File: src/rtl/version_pkg.sv
// Build identification constants streamed by version_streamer.
// Date/time fields are BCD: 2025-11-05 19:45:54 reads directly as hex.
package version_pkg;
    localparam logic [7:0]  C_VER_MAJOR  = 8'h00;
    localparam logic [7:0]  C_VER_MINOR  = 8'h00;
    localparam logic [7:0]  C_VER_PATCH  = 8'h00;
    localparam logic [7:0]  C_VER_BUILD  = 8'h37;
    localparam logic [15:0] C_VER_YEAR   = 16'h2025;
    localparam logic [7:0]  C_VER_MONTH  = 8'h11;
    localparam logic [7:0]  C_VER_DAY    = 8'h05;
    localparam logic [7:0]  C_VER_HOUR   = 8'h19;
    localparam logic [7:0]  C_VER_MINUTE = 8'h45;
    localparam logic [7:0]  C_VER_SECOND = 8'h54;
endpackage

File: src/rtl/version_stream_pkg.sv
// Frame-length constants, byte-index type and FSM states for version_streamer.
package version_stream_pkg;
    localparam int C_VSTREAM_LEN_CHK   = 13;
    localparam int C_VSTREAM_LEN_NOCHK = 12;

    // Wide enough to index the longest frame (0..12).
    typedef logic [3:0] vstream_idx_t;

    typedef enum logic {
        ST_IDLE = 1'b0,
        ST_SEND = 1'b1
    } vstream_state_t;
endpackage

File: src/rtl/version_tick_gen.sv
// Free-running periodic tick: one-cycle pulse every REPEAT_CYCLES cycles.
// REPEAT_CYCLES = 0 keeps the tick permanently low.
module version_tick_gen #(
    parameter int REPEAT_CYCLES = 0
) (
    input  logic clk_i,
    input  logic rst_ni,
    output logic tick_o
);
    // Periods of 0 or 1 still need a 1-bit counter; it simply never leaves 0.
    localparam int CW = (REPEAT_CYCLES > 1) ? $clog2(REPEAT_CYCLES) : 1;
    localparam logic [CW-1:0] LAST = CW'((REPEAT_CYCLES > 0) ? REPEAT_CYCLES - 1 : 0);

    logic [CW-1:0] cnt_q, cnt_d;

    // Wrap at REPEAT_CYCLES-1, independent of any frame activity.
    always_comb begin
        cnt_d = (cnt_q == LAST) ? '0 : cnt_q + CW'(1);
    end

    // Counter register.
    always_ff @(posedge clk_i or negedge rst_ni) begin
        if (!rst_ni) cnt_q <= '0;
        else         cnt_q <= cnt_d;
    end

    assign tick_o = (REPEAT_CYCLES != 0) && (cnt_q == LAST);
endmodule

File: src/rtl/version_streamer.sv
// Streams a fixed build-version frame over a valid/ready byte interface.
// Optional trailing XOR checksum byte enabled by VERSION_STREAMER_CHK_EN.
module version_streamer
    import version_pkg::*;
    import version_stream_pkg::*;
#(
    parameter logic [7:0] HEADER        = 8'hA5,
    parameter int         REPEAT_CYCLES = 0
) (
    input  logic       clk,
    input  logic       rst_n,
    input  logic       req,
    output logic [7:0] out_data,
    output logic       out_valid,
    input  logic       out_ready,
    output logic       busy,
    output logic       done
);
`ifdef VERSION_STREAMER_CHK_EN
    localparam int LEN = C_VSTREAM_LEN_CHK;
    // XOR of every payload byte; HEADER is excluded.
    localparam logic [7:0] C_CHK = C_VER_MAJOR ^ C_VER_MINOR ^ C_VER_PATCH ^ C_VER_BUILD
                                 ^ C_VER_YEAR[15:8] ^ C_VER_YEAR[7:0] ^ C_VER_MONTH
                                 ^ C_VER_DAY ^ C_VER_HOUR ^ C_VER_MINUTE ^ C_VER_SECOND;
`else
    localparam int LEN = C_VSTREAM_LEN_NOCHK;
`endif
    localparam vstream_idx_t LAST_IDX = vstream_idx_t'(LEN - 1);

    vstream_state_t state_q, state_d;
    vstream_idx_t   idx_q, idx_d;
    logic           pend_q, pend_d;
    logic           done_q, done_d;
    logic           tick, trig, hs, last;
    logic [7:0]     byte_sel;

    version_tick_gen #(.REPEAT_CYCLES(REPEAT_CYCLES)) u_tick (
        .clk_i  (clk),
        .rst_ni (rst_n),
        .tick_o (tick)
    );

    assign trig = req | tick;
    assign hs   = (state_q == ST_SEND) && out_ready;
    assign last = (idx_q == LAST_IDX);

    // Frame byte selected by the current index.
    always_comb begin
        byte_sel = 8'h00;
        case (idx_q)
            4'd0:    byte_sel = HEADER;
            4'd1:    byte_sel = C_VER_MAJOR;
            4'd2:    byte_sel = C_VER_MINOR;
            4'd3:    byte_sel = C_VER_PATCH;
            4'd4:    byte_sel = C_VER_BUILD;
            4'd5:    byte_sel = C_VER_YEAR[15:8];
            4'd6:    byte_sel = C_VER_YEAR[7:0];
            4'd7:    byte_sel = C_VER_MONTH;
            4'd8:    byte_sel = C_VER_DAY;
            4'd9:    byte_sel = C_VER_HOUR;
            4'd10:   byte_sel = C_VER_MINUTE;
            4'd11:   byte_sel = C_VER_SECOND;
`ifdef VERSION_STREAMER_CHK_EN
            4'd12:   byte_sel = C_CHK;
`endif
            default: byte_sel = 8'h00;
        endcase
    end

    // Next-state: index advances on handshake only; a trigger during a frame
    // is remembered once and restarts the frame back-to-back at its end.
    always_comb begin
        state_d = state_q;
        idx_d   = idx_q;
        pend_d  = pend_q;
        done_d  = 1'b0;
        case (state_q)
            ST_IDLE: begin
                if (trig) begin
                    state_d = ST_SEND;
                    idx_d   = '0;
                end
            end
            ST_SEND: begin
                if (hs && last) begin
                    done_d = 1'b1;
                    idx_d  = '0;
                    pend_d = 1'b0;
                    // A trigger landing on the final handshake also restarts.
                    if (!(pend_q || trig)) state_d = ST_IDLE;
                end else begin
                    if (hs)   idx_d  = idx_q + 4'd1;
                    if (trig) pend_d = 1'b1;
                end
            end
            default: state_d = ST_IDLE;
        endcase
    end

    // State registers; reset abandons any frame without a done pulse.
    always_ff @(posedge clk or negedge rst_n) begin
        if (!rst_n) begin
            state_q <= ST_IDLE;
            idx_q   <= '0;
            pend_q  <= 1'b0;
            done_q  <= 1'b0;
        end else begin
            state_q <= state_d;
            idx_q   <= idx_d;
            pend_q  <= pend_d;
            done_q  <= done_d;
        end
    end

    assign out_valid = (state_q == ST_SEND);
    assign busy      = (state_q == ST_SEND);
    assign out_data  = (state_q == ST_SEND) ? byte_sel : 8'h00;
    assign done      = done_q;
endmodule

File: config.mk
export PLATFORM = sky130hd
export DESIGN_NAME = version_streamer
export DESIGN_NICKNAME = d
export VERILOG_FILES = /design/src/rtl/version_pkg.sv /design/src/rtl/version_stream_pkg.sv /design/src/rtl/version_tick_gen.sv /design/src/rtl/version_streamer.sv
export SDC_FILE = /design/constraint.sdc
export NUM_CORES = 1
export LEC_CHECK = 0
export ABC_AREA = 0
export BUFFER_PORTS_ARGS = -buffer_cell sky130_fd_sc_hd__buf_4
export CAP_MARGIN = 20
export CORE_AREA = 3 3 40 42
export CTS_BUF_LIST = sky130_fd_sc_hd__clkbuf_8
export CTS_CLUSTER_SIZE = 40
export DETAILED_ROUTE_END_ITERATION = 16
export DIE_AREA = 0 0 43 45
export PLACE_DENSITY_LB_ADDON = 0.1
export SYNTH_ARGS = -nofsm -noshare
export SYNTH_HDL_FRONTEND = slang
export SYNTH_SLANG_ARGS = --single-unit
File: constraint.sdc
create_clock -name clk -period 4 [get_ports clk]
set_input_delay 0.8 -clock clk [delete_from_list [all_inputs] [get_ports clk]]
set_output_delay 0.8 -clock clk [all_outputs]
set_load 0.02 [all_outputs]
==> metrics.txt, run 1 <==
Most common cell on crit path=ha_1; nature of the critical path startpoint=flip-flop; total iterations of the first detailed-routing run=4; Mapped Cells=64; RSZ-0062 raised after global routing=false; commonest non-fill, non-tap cell in the layout=buf_4; # nets final=88; die area=1940 um^2; Tot Pwr=0.000521 W; Yosys warnings=0; Vias per Instance=5.16; Logic pwr share=55.2%; Yosys reg bits=7; CORE AREA=1280 um^2; clk buf depth=2; DRC violations left=0; Layout Cells excl Fill=93; Die Span X=43 um; # diodes=0; RR Startpoint=idx_q[0]; number of flops mapped to enable cells by yosys=0; number of global-route vias before repair=429; number of setup buffers added after CTS=0; DP HPWL=840 um; Num CTS Buffers=3; CP endpoint kind=output port; Netlist cell types=32; Slew @ Worst Pin=0.479 ns; Reg2Reg Depth=5; class of the tightest hold or removal check=in2async; part of the power in registers=26.6%; Fill cells=119; Post-CTS Resized=0; peak supply drop=0.379 mV; Initial Util=44.7%; FF-to-FF setup slack=2.53 ns; outcome=finished clean; Syn Std Cell Area=574 um^2; layout cells sized above 1=28.2%; clk_skew=0.000698 ns; WL final=1.16 mm; RR Endpoint=idx_q[1]; Overflow after GRT=0; htree depth=1; critical path's slowest cell=dfrtp_1; Sw Ratio=43.8%; crit-path max cell delay=0.51 ns; # port buffers=14; critical path launch point=idx_q[0]; pre-CTS WS=1.78 ns; Main synth FF type=dfrtp_1; Max Cap Viol=0; PwrDens=735 nW/um^2; syn avg cell area=8.97 um^2; Area Growth Syn to Fin=23.5%; site row count=13; DP Cell Count=89; P_sw=0.000229 W; chip height=45 um; antenna-violating nets left=0; Peak Freq=0.406 GHz; CTS tree=built; internal power=0.000293 W; Clk pwr share=18.1%; Slew Limit Fails=0; max_slew headroom=68.0%; sequential cell area fraction in the yosys report=30.5%; critical path data required time=3.20 ns; io pins=15; CP max FO=10; Root Buffer Master=clkbuf_8; worst path cell trace=ha_1, inv_1, ha_1, nand2b_1, o211a_1, buf_4; syn_nets=73; via count=480; # clock sinks=7; Worst-Skew Late Latency=0.22 ns; fin crit share=61.6%; Arr. time, crit path=1.67 ns; Hold Vio Cnt, Final=0; Iter 0 DRT Violations=6; post-layout minimum cycle time=2.47 ns; clk slew on worst S/H paths=0.04 ns; largest net degree at the start of global routing=18; Final GP Congestion=0.738; asr flop ratio synth=100%; setup TNS=0 ns; initial antenna violation count=0; Hold Buf Count CTS=0; Worst Setup Path Type=reg2out; WL per Instance=12.4 um; # setup viols final=0; Leakage=0.342 nW; commonest non-fill, non-tap cells in the layout=14 x buf_4, 7 x dfrtp_1, 5 x nand2_1, 5 x ha_1; post-route setup slack=1.53 ns; Total Routing Usage GR=13.6%; first-pass GRT wire length=1.97 mm
worst max path at each step:
stage                  endpoint  slack, ns
finish              out_data[0]       1.53
global route        out_data[0]       1.40
CTS                 out_data[0]       1.54
detailed placement  out_data[0]       1.78
global placement    out_data[4]       1.79
floorplan           out_data[4]       1.82
sequential cells by signal, indices dropped and copies added, names as in the netlist:
name and cells:
idx_q 4, pend_q 1, busy 1, done 1
synth_stat cells (2+ instances only):
library cell / instances / share of area [%]
nor3b_1: 2 / 2.6
o21ai_0: 2 / 1.7
o31ai_1: 2 / 2.6
ha_1: 5 / 11
buf_4: 3 / 3.9
nor2_1: 4 / 2.6
nand3b_1: 2 / 2.6
nand2b_1: 4 / 4.4
nand2_1: 5 / 3.3
and3_1: 2 / 2.2
inv_1: 3 / 2.0
a21oi_1: 2 / 1.7
nor2b_1: 3 / 3.3
dfrtp_1: 7 / 31
final cells by class:
cell class,instances,area (um^2),share of cell area [%]
Multi-Input combinational cell,49,348,49.0
Sequential cell,7,175,24.7
Timing Repair Buffer,14,105,14.8
Clock buffer,3,41.3,5.82
Tap cell,15,18.8,2.65
Inverter,4,17.5,2.47
Clock inverter,1,3.75,0.529
stage by stage:
| step | cell area (um^2) | util, % | hold slack [ns] |
|---|---|---|---|
| finish | 709 | 55.2 | 0.381 |
| global route | 709 | 55.2 | 0.376 |
| CTS | 709 | 55.2 | 0.380 |
| detailed placement | 664 | 51.7 | 0.479 |
| global placement | 664 | 51.7 | 0.465 |
| floorplan | 574 | - | 0.454 |
worst max-delay path: cells and delay by family, from the launching register on:
family / cells / cell delay [ns]
simple gates: 1 / 0.13
flops: 1 / 0.51
buf+inv: 2 / 0.23
compound gates: 1 / 0.13
fa+ha+maj: 2 / 0.44
cell families (layout without fill, tap and decap cells):
group                    count (synthesis)  in the layout  share of synthesized area [%]
AND/OR/NAND/NOR                         28             28                           28.5
AO/OA/AOI/OAI                           13             13                           15.9
buffers and inverters                    8             22                           8.93
flip-flops                               7              7                           30.5
adder cells (fa/ha/maj)                  5              5                           10.9
multiplexers                             2              2                           3.70
XOR/XNOR                                 1              1                           1.53
power groups by stage:
stage / Clock, W / Sequential (W) / Combinational (W)
after floorplan: 0 / 0.000109 / 0.000234
after global placement: 0 / 0.000140 / 0.000290
after detailed placement: 0 / 0.000139 / 0.000293
after CTS: 0.0000970 / 0.000137 / 0.000293
after global routing: 0.000104 / 0.000144 / 0.000317
final: 0.0000946 / 0.000139 / 0.000288
metal layers:
metal	part of all wire (%)	up-vias	GRT usage (%)
li1	-	248	-
met5	0	-	0
met3	6.9	0	5.98
met4	0	0	1.81
met2	46	17	21.9
met1	47	215	17.5
Note: power is estimated with default switching activity, not from simulation.
==> run 2, diff against run 1 <==
clock period = 2.2 ns   (was 4 ns; I/O delays follow)
==> run 2 against run 1 <==
  * Critical path depth unchanged
  * First-iteration DRC count grew 17%
  * Via count up 0.42%
  * Sequential power up 84%
  * Count of clock-buffer cells in the layout did not move
  * Clock power grew 83%
  * Flip-flop and latch count stayed put
  * Cell count unchanged
  * Power grew 84%
  * Wire length increased by 1.8%
  * Worst hold slack lost 0.36 ns
  * Critical path type unchanged
  * Largest power group unchanged
==> metrics.txt, run 2 (synthesis results as in run 1) <==
Num CTS Buffers=3; max_slew headroom=67.0%; peak supply drop=0.791 mV; largest net degree at the start of global routing=18; Vias per Instance=5.18; pre-CTS WS=0.337 ns; Placed Area=664 um^2; RSZ-0062 raised after global routing=false; Root Buffer Master=clkbuf_8; Slew Limit Fails=0; Die Span X=43 um; Levels on crit path=6; number of global-route vias before repair=459; DP HPWL=874 um; Iter 0 DRT Violations=7; Largest register FFs=4; Area Growth Syn to Fin=24.0%; post-layout minimum cycle time=2.02 ns; # setup viols final=0; Fill cells=120; layout cells sized above 1=30.8%; Worst-Skew Late Latency=0.22 ns; critical path data required time=1.76 ns; Hold Vio Cnt, Final=0; die area=1940 um^2; final core occ=55.4%; clk buf depth=2; setup TNS=0 ns; chip height=45 um; CORE AREA=1280 um^2; Arr. time, crit path=1.58 ns; # clock sinks=7; Worst Setup Path Type=reg2out; initial antenna violation count=0; number of setup buffers added after CTS=0; Peak Freq=0.496 GHz; class of the tightest hold or removal check=in2async; worst path cell trace=inv_1, ha_1, nor3b_1, a31oi_1, nor2b_1, buf_4; # port buffers=14; htree depth=1; Hold Buf Count CTS=0; WL final=1.18 mm; clk_skew=0.00295 ns; fin crit share=91.7%; RR Startpoint=idx_q[1]; Reg2Reg Depth=5; Max Cap Viol=0; Initial Util=44.7%; WL per Instance=12.7 um; critical path's slowest cell=dfrtp_2; total iterations of the first detailed-routing run=4; nature of the critical path startpoint=flip-flop; Tot Pwr=0.000958 W; site row count=13; Overflow after GRT=0; # nets final=88; buffers and inverters on the worst path=2; first-pass GRT wire length=1.99 mm; # diodes=0; post-route cell area=712 um^2; RR Endpoint=idx_q[1]; CP max FO=7; Final GP Congestion=0.740; via count=482; CP top delay family=flip-flops; FF-to-FF setup slack=0.79 ns; PwrDens=1350 nW/um^2; crit-path max cell delay=0.44 ns; DRC violations left=0; clk slew on worst S/H paths=0.04 ns; outcome=finished clean; CTS tree=built; io pins=15; post-route setup slack=0.182 ns; antenna-violating nets left=0; Post-CTS Resized=0; CP endpoint kind=output port; Slew @ Worst Pin=0.495 ns; Top reg by flops=idx_q; commonest non-fill, non-tap cells in the layout=14 x buf_4, 5 x nand2_1, 5 x ha_1, 5 x dfrtp_1; Total Routing Usage GR=13.5%; commonest non-fill, non-tap cell in the layout=buf_4; Leakage=0.340 nW
[run 2: area by class of cell]
| class | instances | area [um^2] | area share [%] |
|---|---|---|---|
| Clock inverter | 1 | 3.75 | 0.527 |
| Inverter | 4 | 17.5 | 2.46 |
| Multi-Input combinational cell | 49 | 348 | 48.9 |
| Sequential cell | 7 | 178 | 25.0 |
| Clock buffer | 3 | 41.3 | 5.80 |
| Tap cell | 15 | 18.8 | 2.64 |
| Timing Repair Buffer | 14 | 105 | 14.8 |
[run 2: how the worst max path moves through the flow]
stage | from | endpoint
after floorplan | idx_q[0] | out_data[4]
after global placement | idx_q[0] | out_data[4]
after detailed placement | idx_q[0] | out_data[4]
after CTS | idx_q[0] | out_data[4]
after global routing | idx_q[1] | out_data[4]
final | idx_q[1] | out_data[4]
[run 2: report_power, final]
| group | leakage [nW] | internal [W] | switching, W |
|---|---|---|---|
| clock network | 0.0269 | 0.000120 | 0.0000523 |
| logic | 0.234 | 0.000251 | 0.000278 |
| registers | 0.0789 | 0.000166 | 0.0000902 |
[run 2: worst reg2reg max path, delay by kind of cell (launching register included)]
kind | cells | cell delay, ns
mux | 1 | 0.30
simple gates | 1 | 0.07
buf+inv | 1 | 0.13
compound gates | 1 | 0.07
flops | 1 | 0.44
fa+ha+maj | 1 | 0.26
[run 2: stage by stage]
step | hold WS, ns | std cells
after floorplan | 0.144 | 64
after global placement | 0.258 | 89
after detailed placement | 0.257 | 89
after CTS | 0.0178 | 93
after global routing | 0.0183 | 93
final | 0.0185 | 93
[run 2: layer usage]
layer | part of all wire [%] | global-route usage, % | wire length (um)
met1 | 45 | 17.0 | 532
met2 | 49 | 23.1 | 582
met3 | 5.4 | 4.78 | 63
met4 | 0 | 1.81 | 0
met5 | 0 | 0 | 0
==> run 3, diff against run 2 <==
SYNTH_HIERARCHICAL = 1   (was default)
==> run 3 against run 2 <==
  * Setup slack got worse by 0.031 ns
  * Register-to-register slack better by 0.05 ns
  * Combinational power fell by 20%
  * Via count shrank 10%
  * Count of clock-buffer cells in the layout unchanged
  * Cell count down 6.5%
  * Worst hold slack lost 0.0012 ns
==> metrics.txt, run 3 <==
top post-synthesis cells by area=dfrtp_1 31%, ha_1 11%, a21oi_1 4.4%; met3 WL=41 um; CP endpoint kind=output port; chip height=45 um; syn_nets=68; Vias per Instance=4.97; post-synth top area share=30.9%; synth cell count leaders=7 x dfrtp_1, 5 x a21oi_1, 5 x ha_1, 4 x nor2_1, 4 x nor3_1; # port buffers=14; Initial Util=44.1%; Overflow after GRT=0; class of the tightest hold or removal check=in2async; # diodes=0; RSZ-0062 raised after global routing=false; commonest non-fill, non-tap cell in the layout=buf_4; Num CTS Buffers=3; worst path cell trace=ha_1, inv_1, ha_1, o21ai_1, a21oi_1, buf_4; CP max FO=8; Arr. time, crit path=1.61 ns; asr flop ratio synth=100%; Max Cap Viol=0; WL per Instance=13.3 um; Worst-Skew Late Latency=0.22 ns; Yosys reg bits=7; CORE AREA=1280 um^2; Hold Vio Cnt, Final=0; Largest register FFs=4; fin crit share=93.1%; buffers and inverters on the worst path=2; post-layout minimum cycle time=2.05 ns; FF-to-FF setup slack=0.84 ns; Iter 0 DRT Violations=9; initial antenna violation count=0; Reg2Reg Depth=4; first-pass GRT wire length=2.05 mm; Yosys top cell by area=dfrtp_1; syn avg cell area=9.61 um^2; sequential cell area fraction in the yosys report=30.9%; critical path data required time=1.76 ns; Metal-1 WL=536 um; RR Startpoint=idx_q[1]; Syn Std Cell Area=567 um^2; Worst Setup Path Type=reg2out; Netlist cell types=30; Main synth FF type=dfrtp_1; cell with the most instances after synthesis=dfrtp_1; io pins=15; Mapped Cells=59; Layout Cells excl Fill=87; crit-path max cell delay=0.46 ns; DP Cell Count=83; Peak Freq=0.488 GHz; Final GP Congestion=0.772; htree depth=1; commonest non-fill, non-tap cells in the layout=14 x buf_4, 6 x dfrtp_1, 5 x a21oi_1, 5 x ha_1; number of flops mapped to enable cells by yosys=0; WL final=1.16 mm; clk buf depth=2; Leakage=0.324 nW; CTS tree=built; met2 WL=567 um; total iterations of the first detailed-routing run=4; # clock sinks=7; Yosys warnings=6; Most common cell on crit path=ha_1; # setup viols final=0; Slew Limit Fails=0; Die Span X=43 um; clk slew on worst S/H paths=0.04 ns; site row count=13; Max Used Layer=met4; largest net degree at the start of global routing=12; Top reg by flops=idx_q; Root Buffer Master=clkbuf_8; antenna-violating nets left=0; critical path's slowest cell=dfrtp_2; nature of the critical path startpoint=flip-flop; via count=432; RR Endpoint=idx_q[2]; DRC violations left=0; die area=1940 um^2; # nets final=82; peak supply drop=0.683 mV; Area Growth Syn to Fin=22.1%; DP HPWL=831 um; Fill cells=127; setup TNS=0 ns; Total Routing Usage GR=14.7%; number of global-route vias before repair=427; CP top delay family=flip-flops; PwrDens=1200 nW/um^2; outcome=finished clean; layout cells sized above 1=37.5%; clk_skew=0.00185 ns
run 3: changes by cell type in the layout (fill, tap and decap cells not counted), moves of 3 or more:
cell and delta:
nor2b_1 -3, a21oi_1 +3, nor3_1 +3, nand2_1 -3
run 3: where the power goes:
group / internal (W) / total (W) / switching (W)
Combinational: 0.000197 / 0.000422 / 0.000224
Sequential: 0.000158 / 0.000235 / 0.0000772
Clock: 0.000120 / 0.000173 / 0.0000524
run 3: timing repair:
action,in CTS,in global routing
hold buffers,0,0
endpoints found under the setup margin,0,1
buffers inserted,0,0
gates resized for setup,0,1
run 3: layout make-up:
| cell class | instances | area, um^2 | share of cell area, % |
|---|---|---|---|
| well taps | 15 | 18.8 | 2.71 |
| clock inverters | 1 | 3.75 | 0.542 |
| multi-input cells | 41 | 319 | 46.1 |
| repair buffers | 14 | 105 | 15.2 |
| flip-flops and latches | 7 | 176 | 25.5 |
| inverters | 6 | 27.5 | 3.98 |
| clock buffers | 3 | 41.3 | 5.97 |
run 3: worst max-delay path by stage:
stage | start | slack [ns] | end | depth (start not counted)
after detailed placement | idx_q[0] | 0.35 | out_data[4] | 6
final | idx_q[0] | 0.15 | out_data[0] | 6
after CTS | idx_q[0] | 0.10 | out_data[0] | 6
after global routing | idx_q[0] | 0.05 | out_data[0] | 6
after floorplan | idx_q[0] | 0.42 | out_data[4] | 5
after global placement | idx_q[0] | 0.42 | out_data[4] | 6
run 3: per-stage QoR:
stage	worst slack, ns	hold WS, ns	instance area, um^2	util (%)	total power (W)
floorplan	0.420	0.144	567	-	0.000528
global placement	0.424	0.255	646	50.2	0.000653
detailed placement	0.353	0.258	646	50.2	0.000655
CTS	0.101	0.0210	691	53.7	0.000837
global route	0.0506	0.0141	692	53.8	0.000898
finish	0.151	0.0173	692	53.8	0.000829
run 3: routing by layer:
layer | global-route usage (%) | vias up
met3 | 4.78 | 2
met1 | 19.7 | 197
met4 | 5.42 | 0
li1 | - | 224
met2 | 22.2 | 9
met5 | 0 | -
run 3: kinds of logic (layout without fill, tap and decap cells):
group / count (synthesis) / in the layout / synth area share [%]
AND/OR/NAND/NOR: 19 / 19 / 22.3
AO/OA/AOI/OAI: 12 / 12 / 14.6
buffers and inverters: 11 / 24 / 12.8
flip-flops: 7 / 7 / 30.9
adder cells (fa/ha/maj): 5 / 5 / 11.0
multiplexers: 3 / 3 / 6.18
other: 1 / 1 / 0.662
XOR/XNOR: 1 / 1 / 1.55
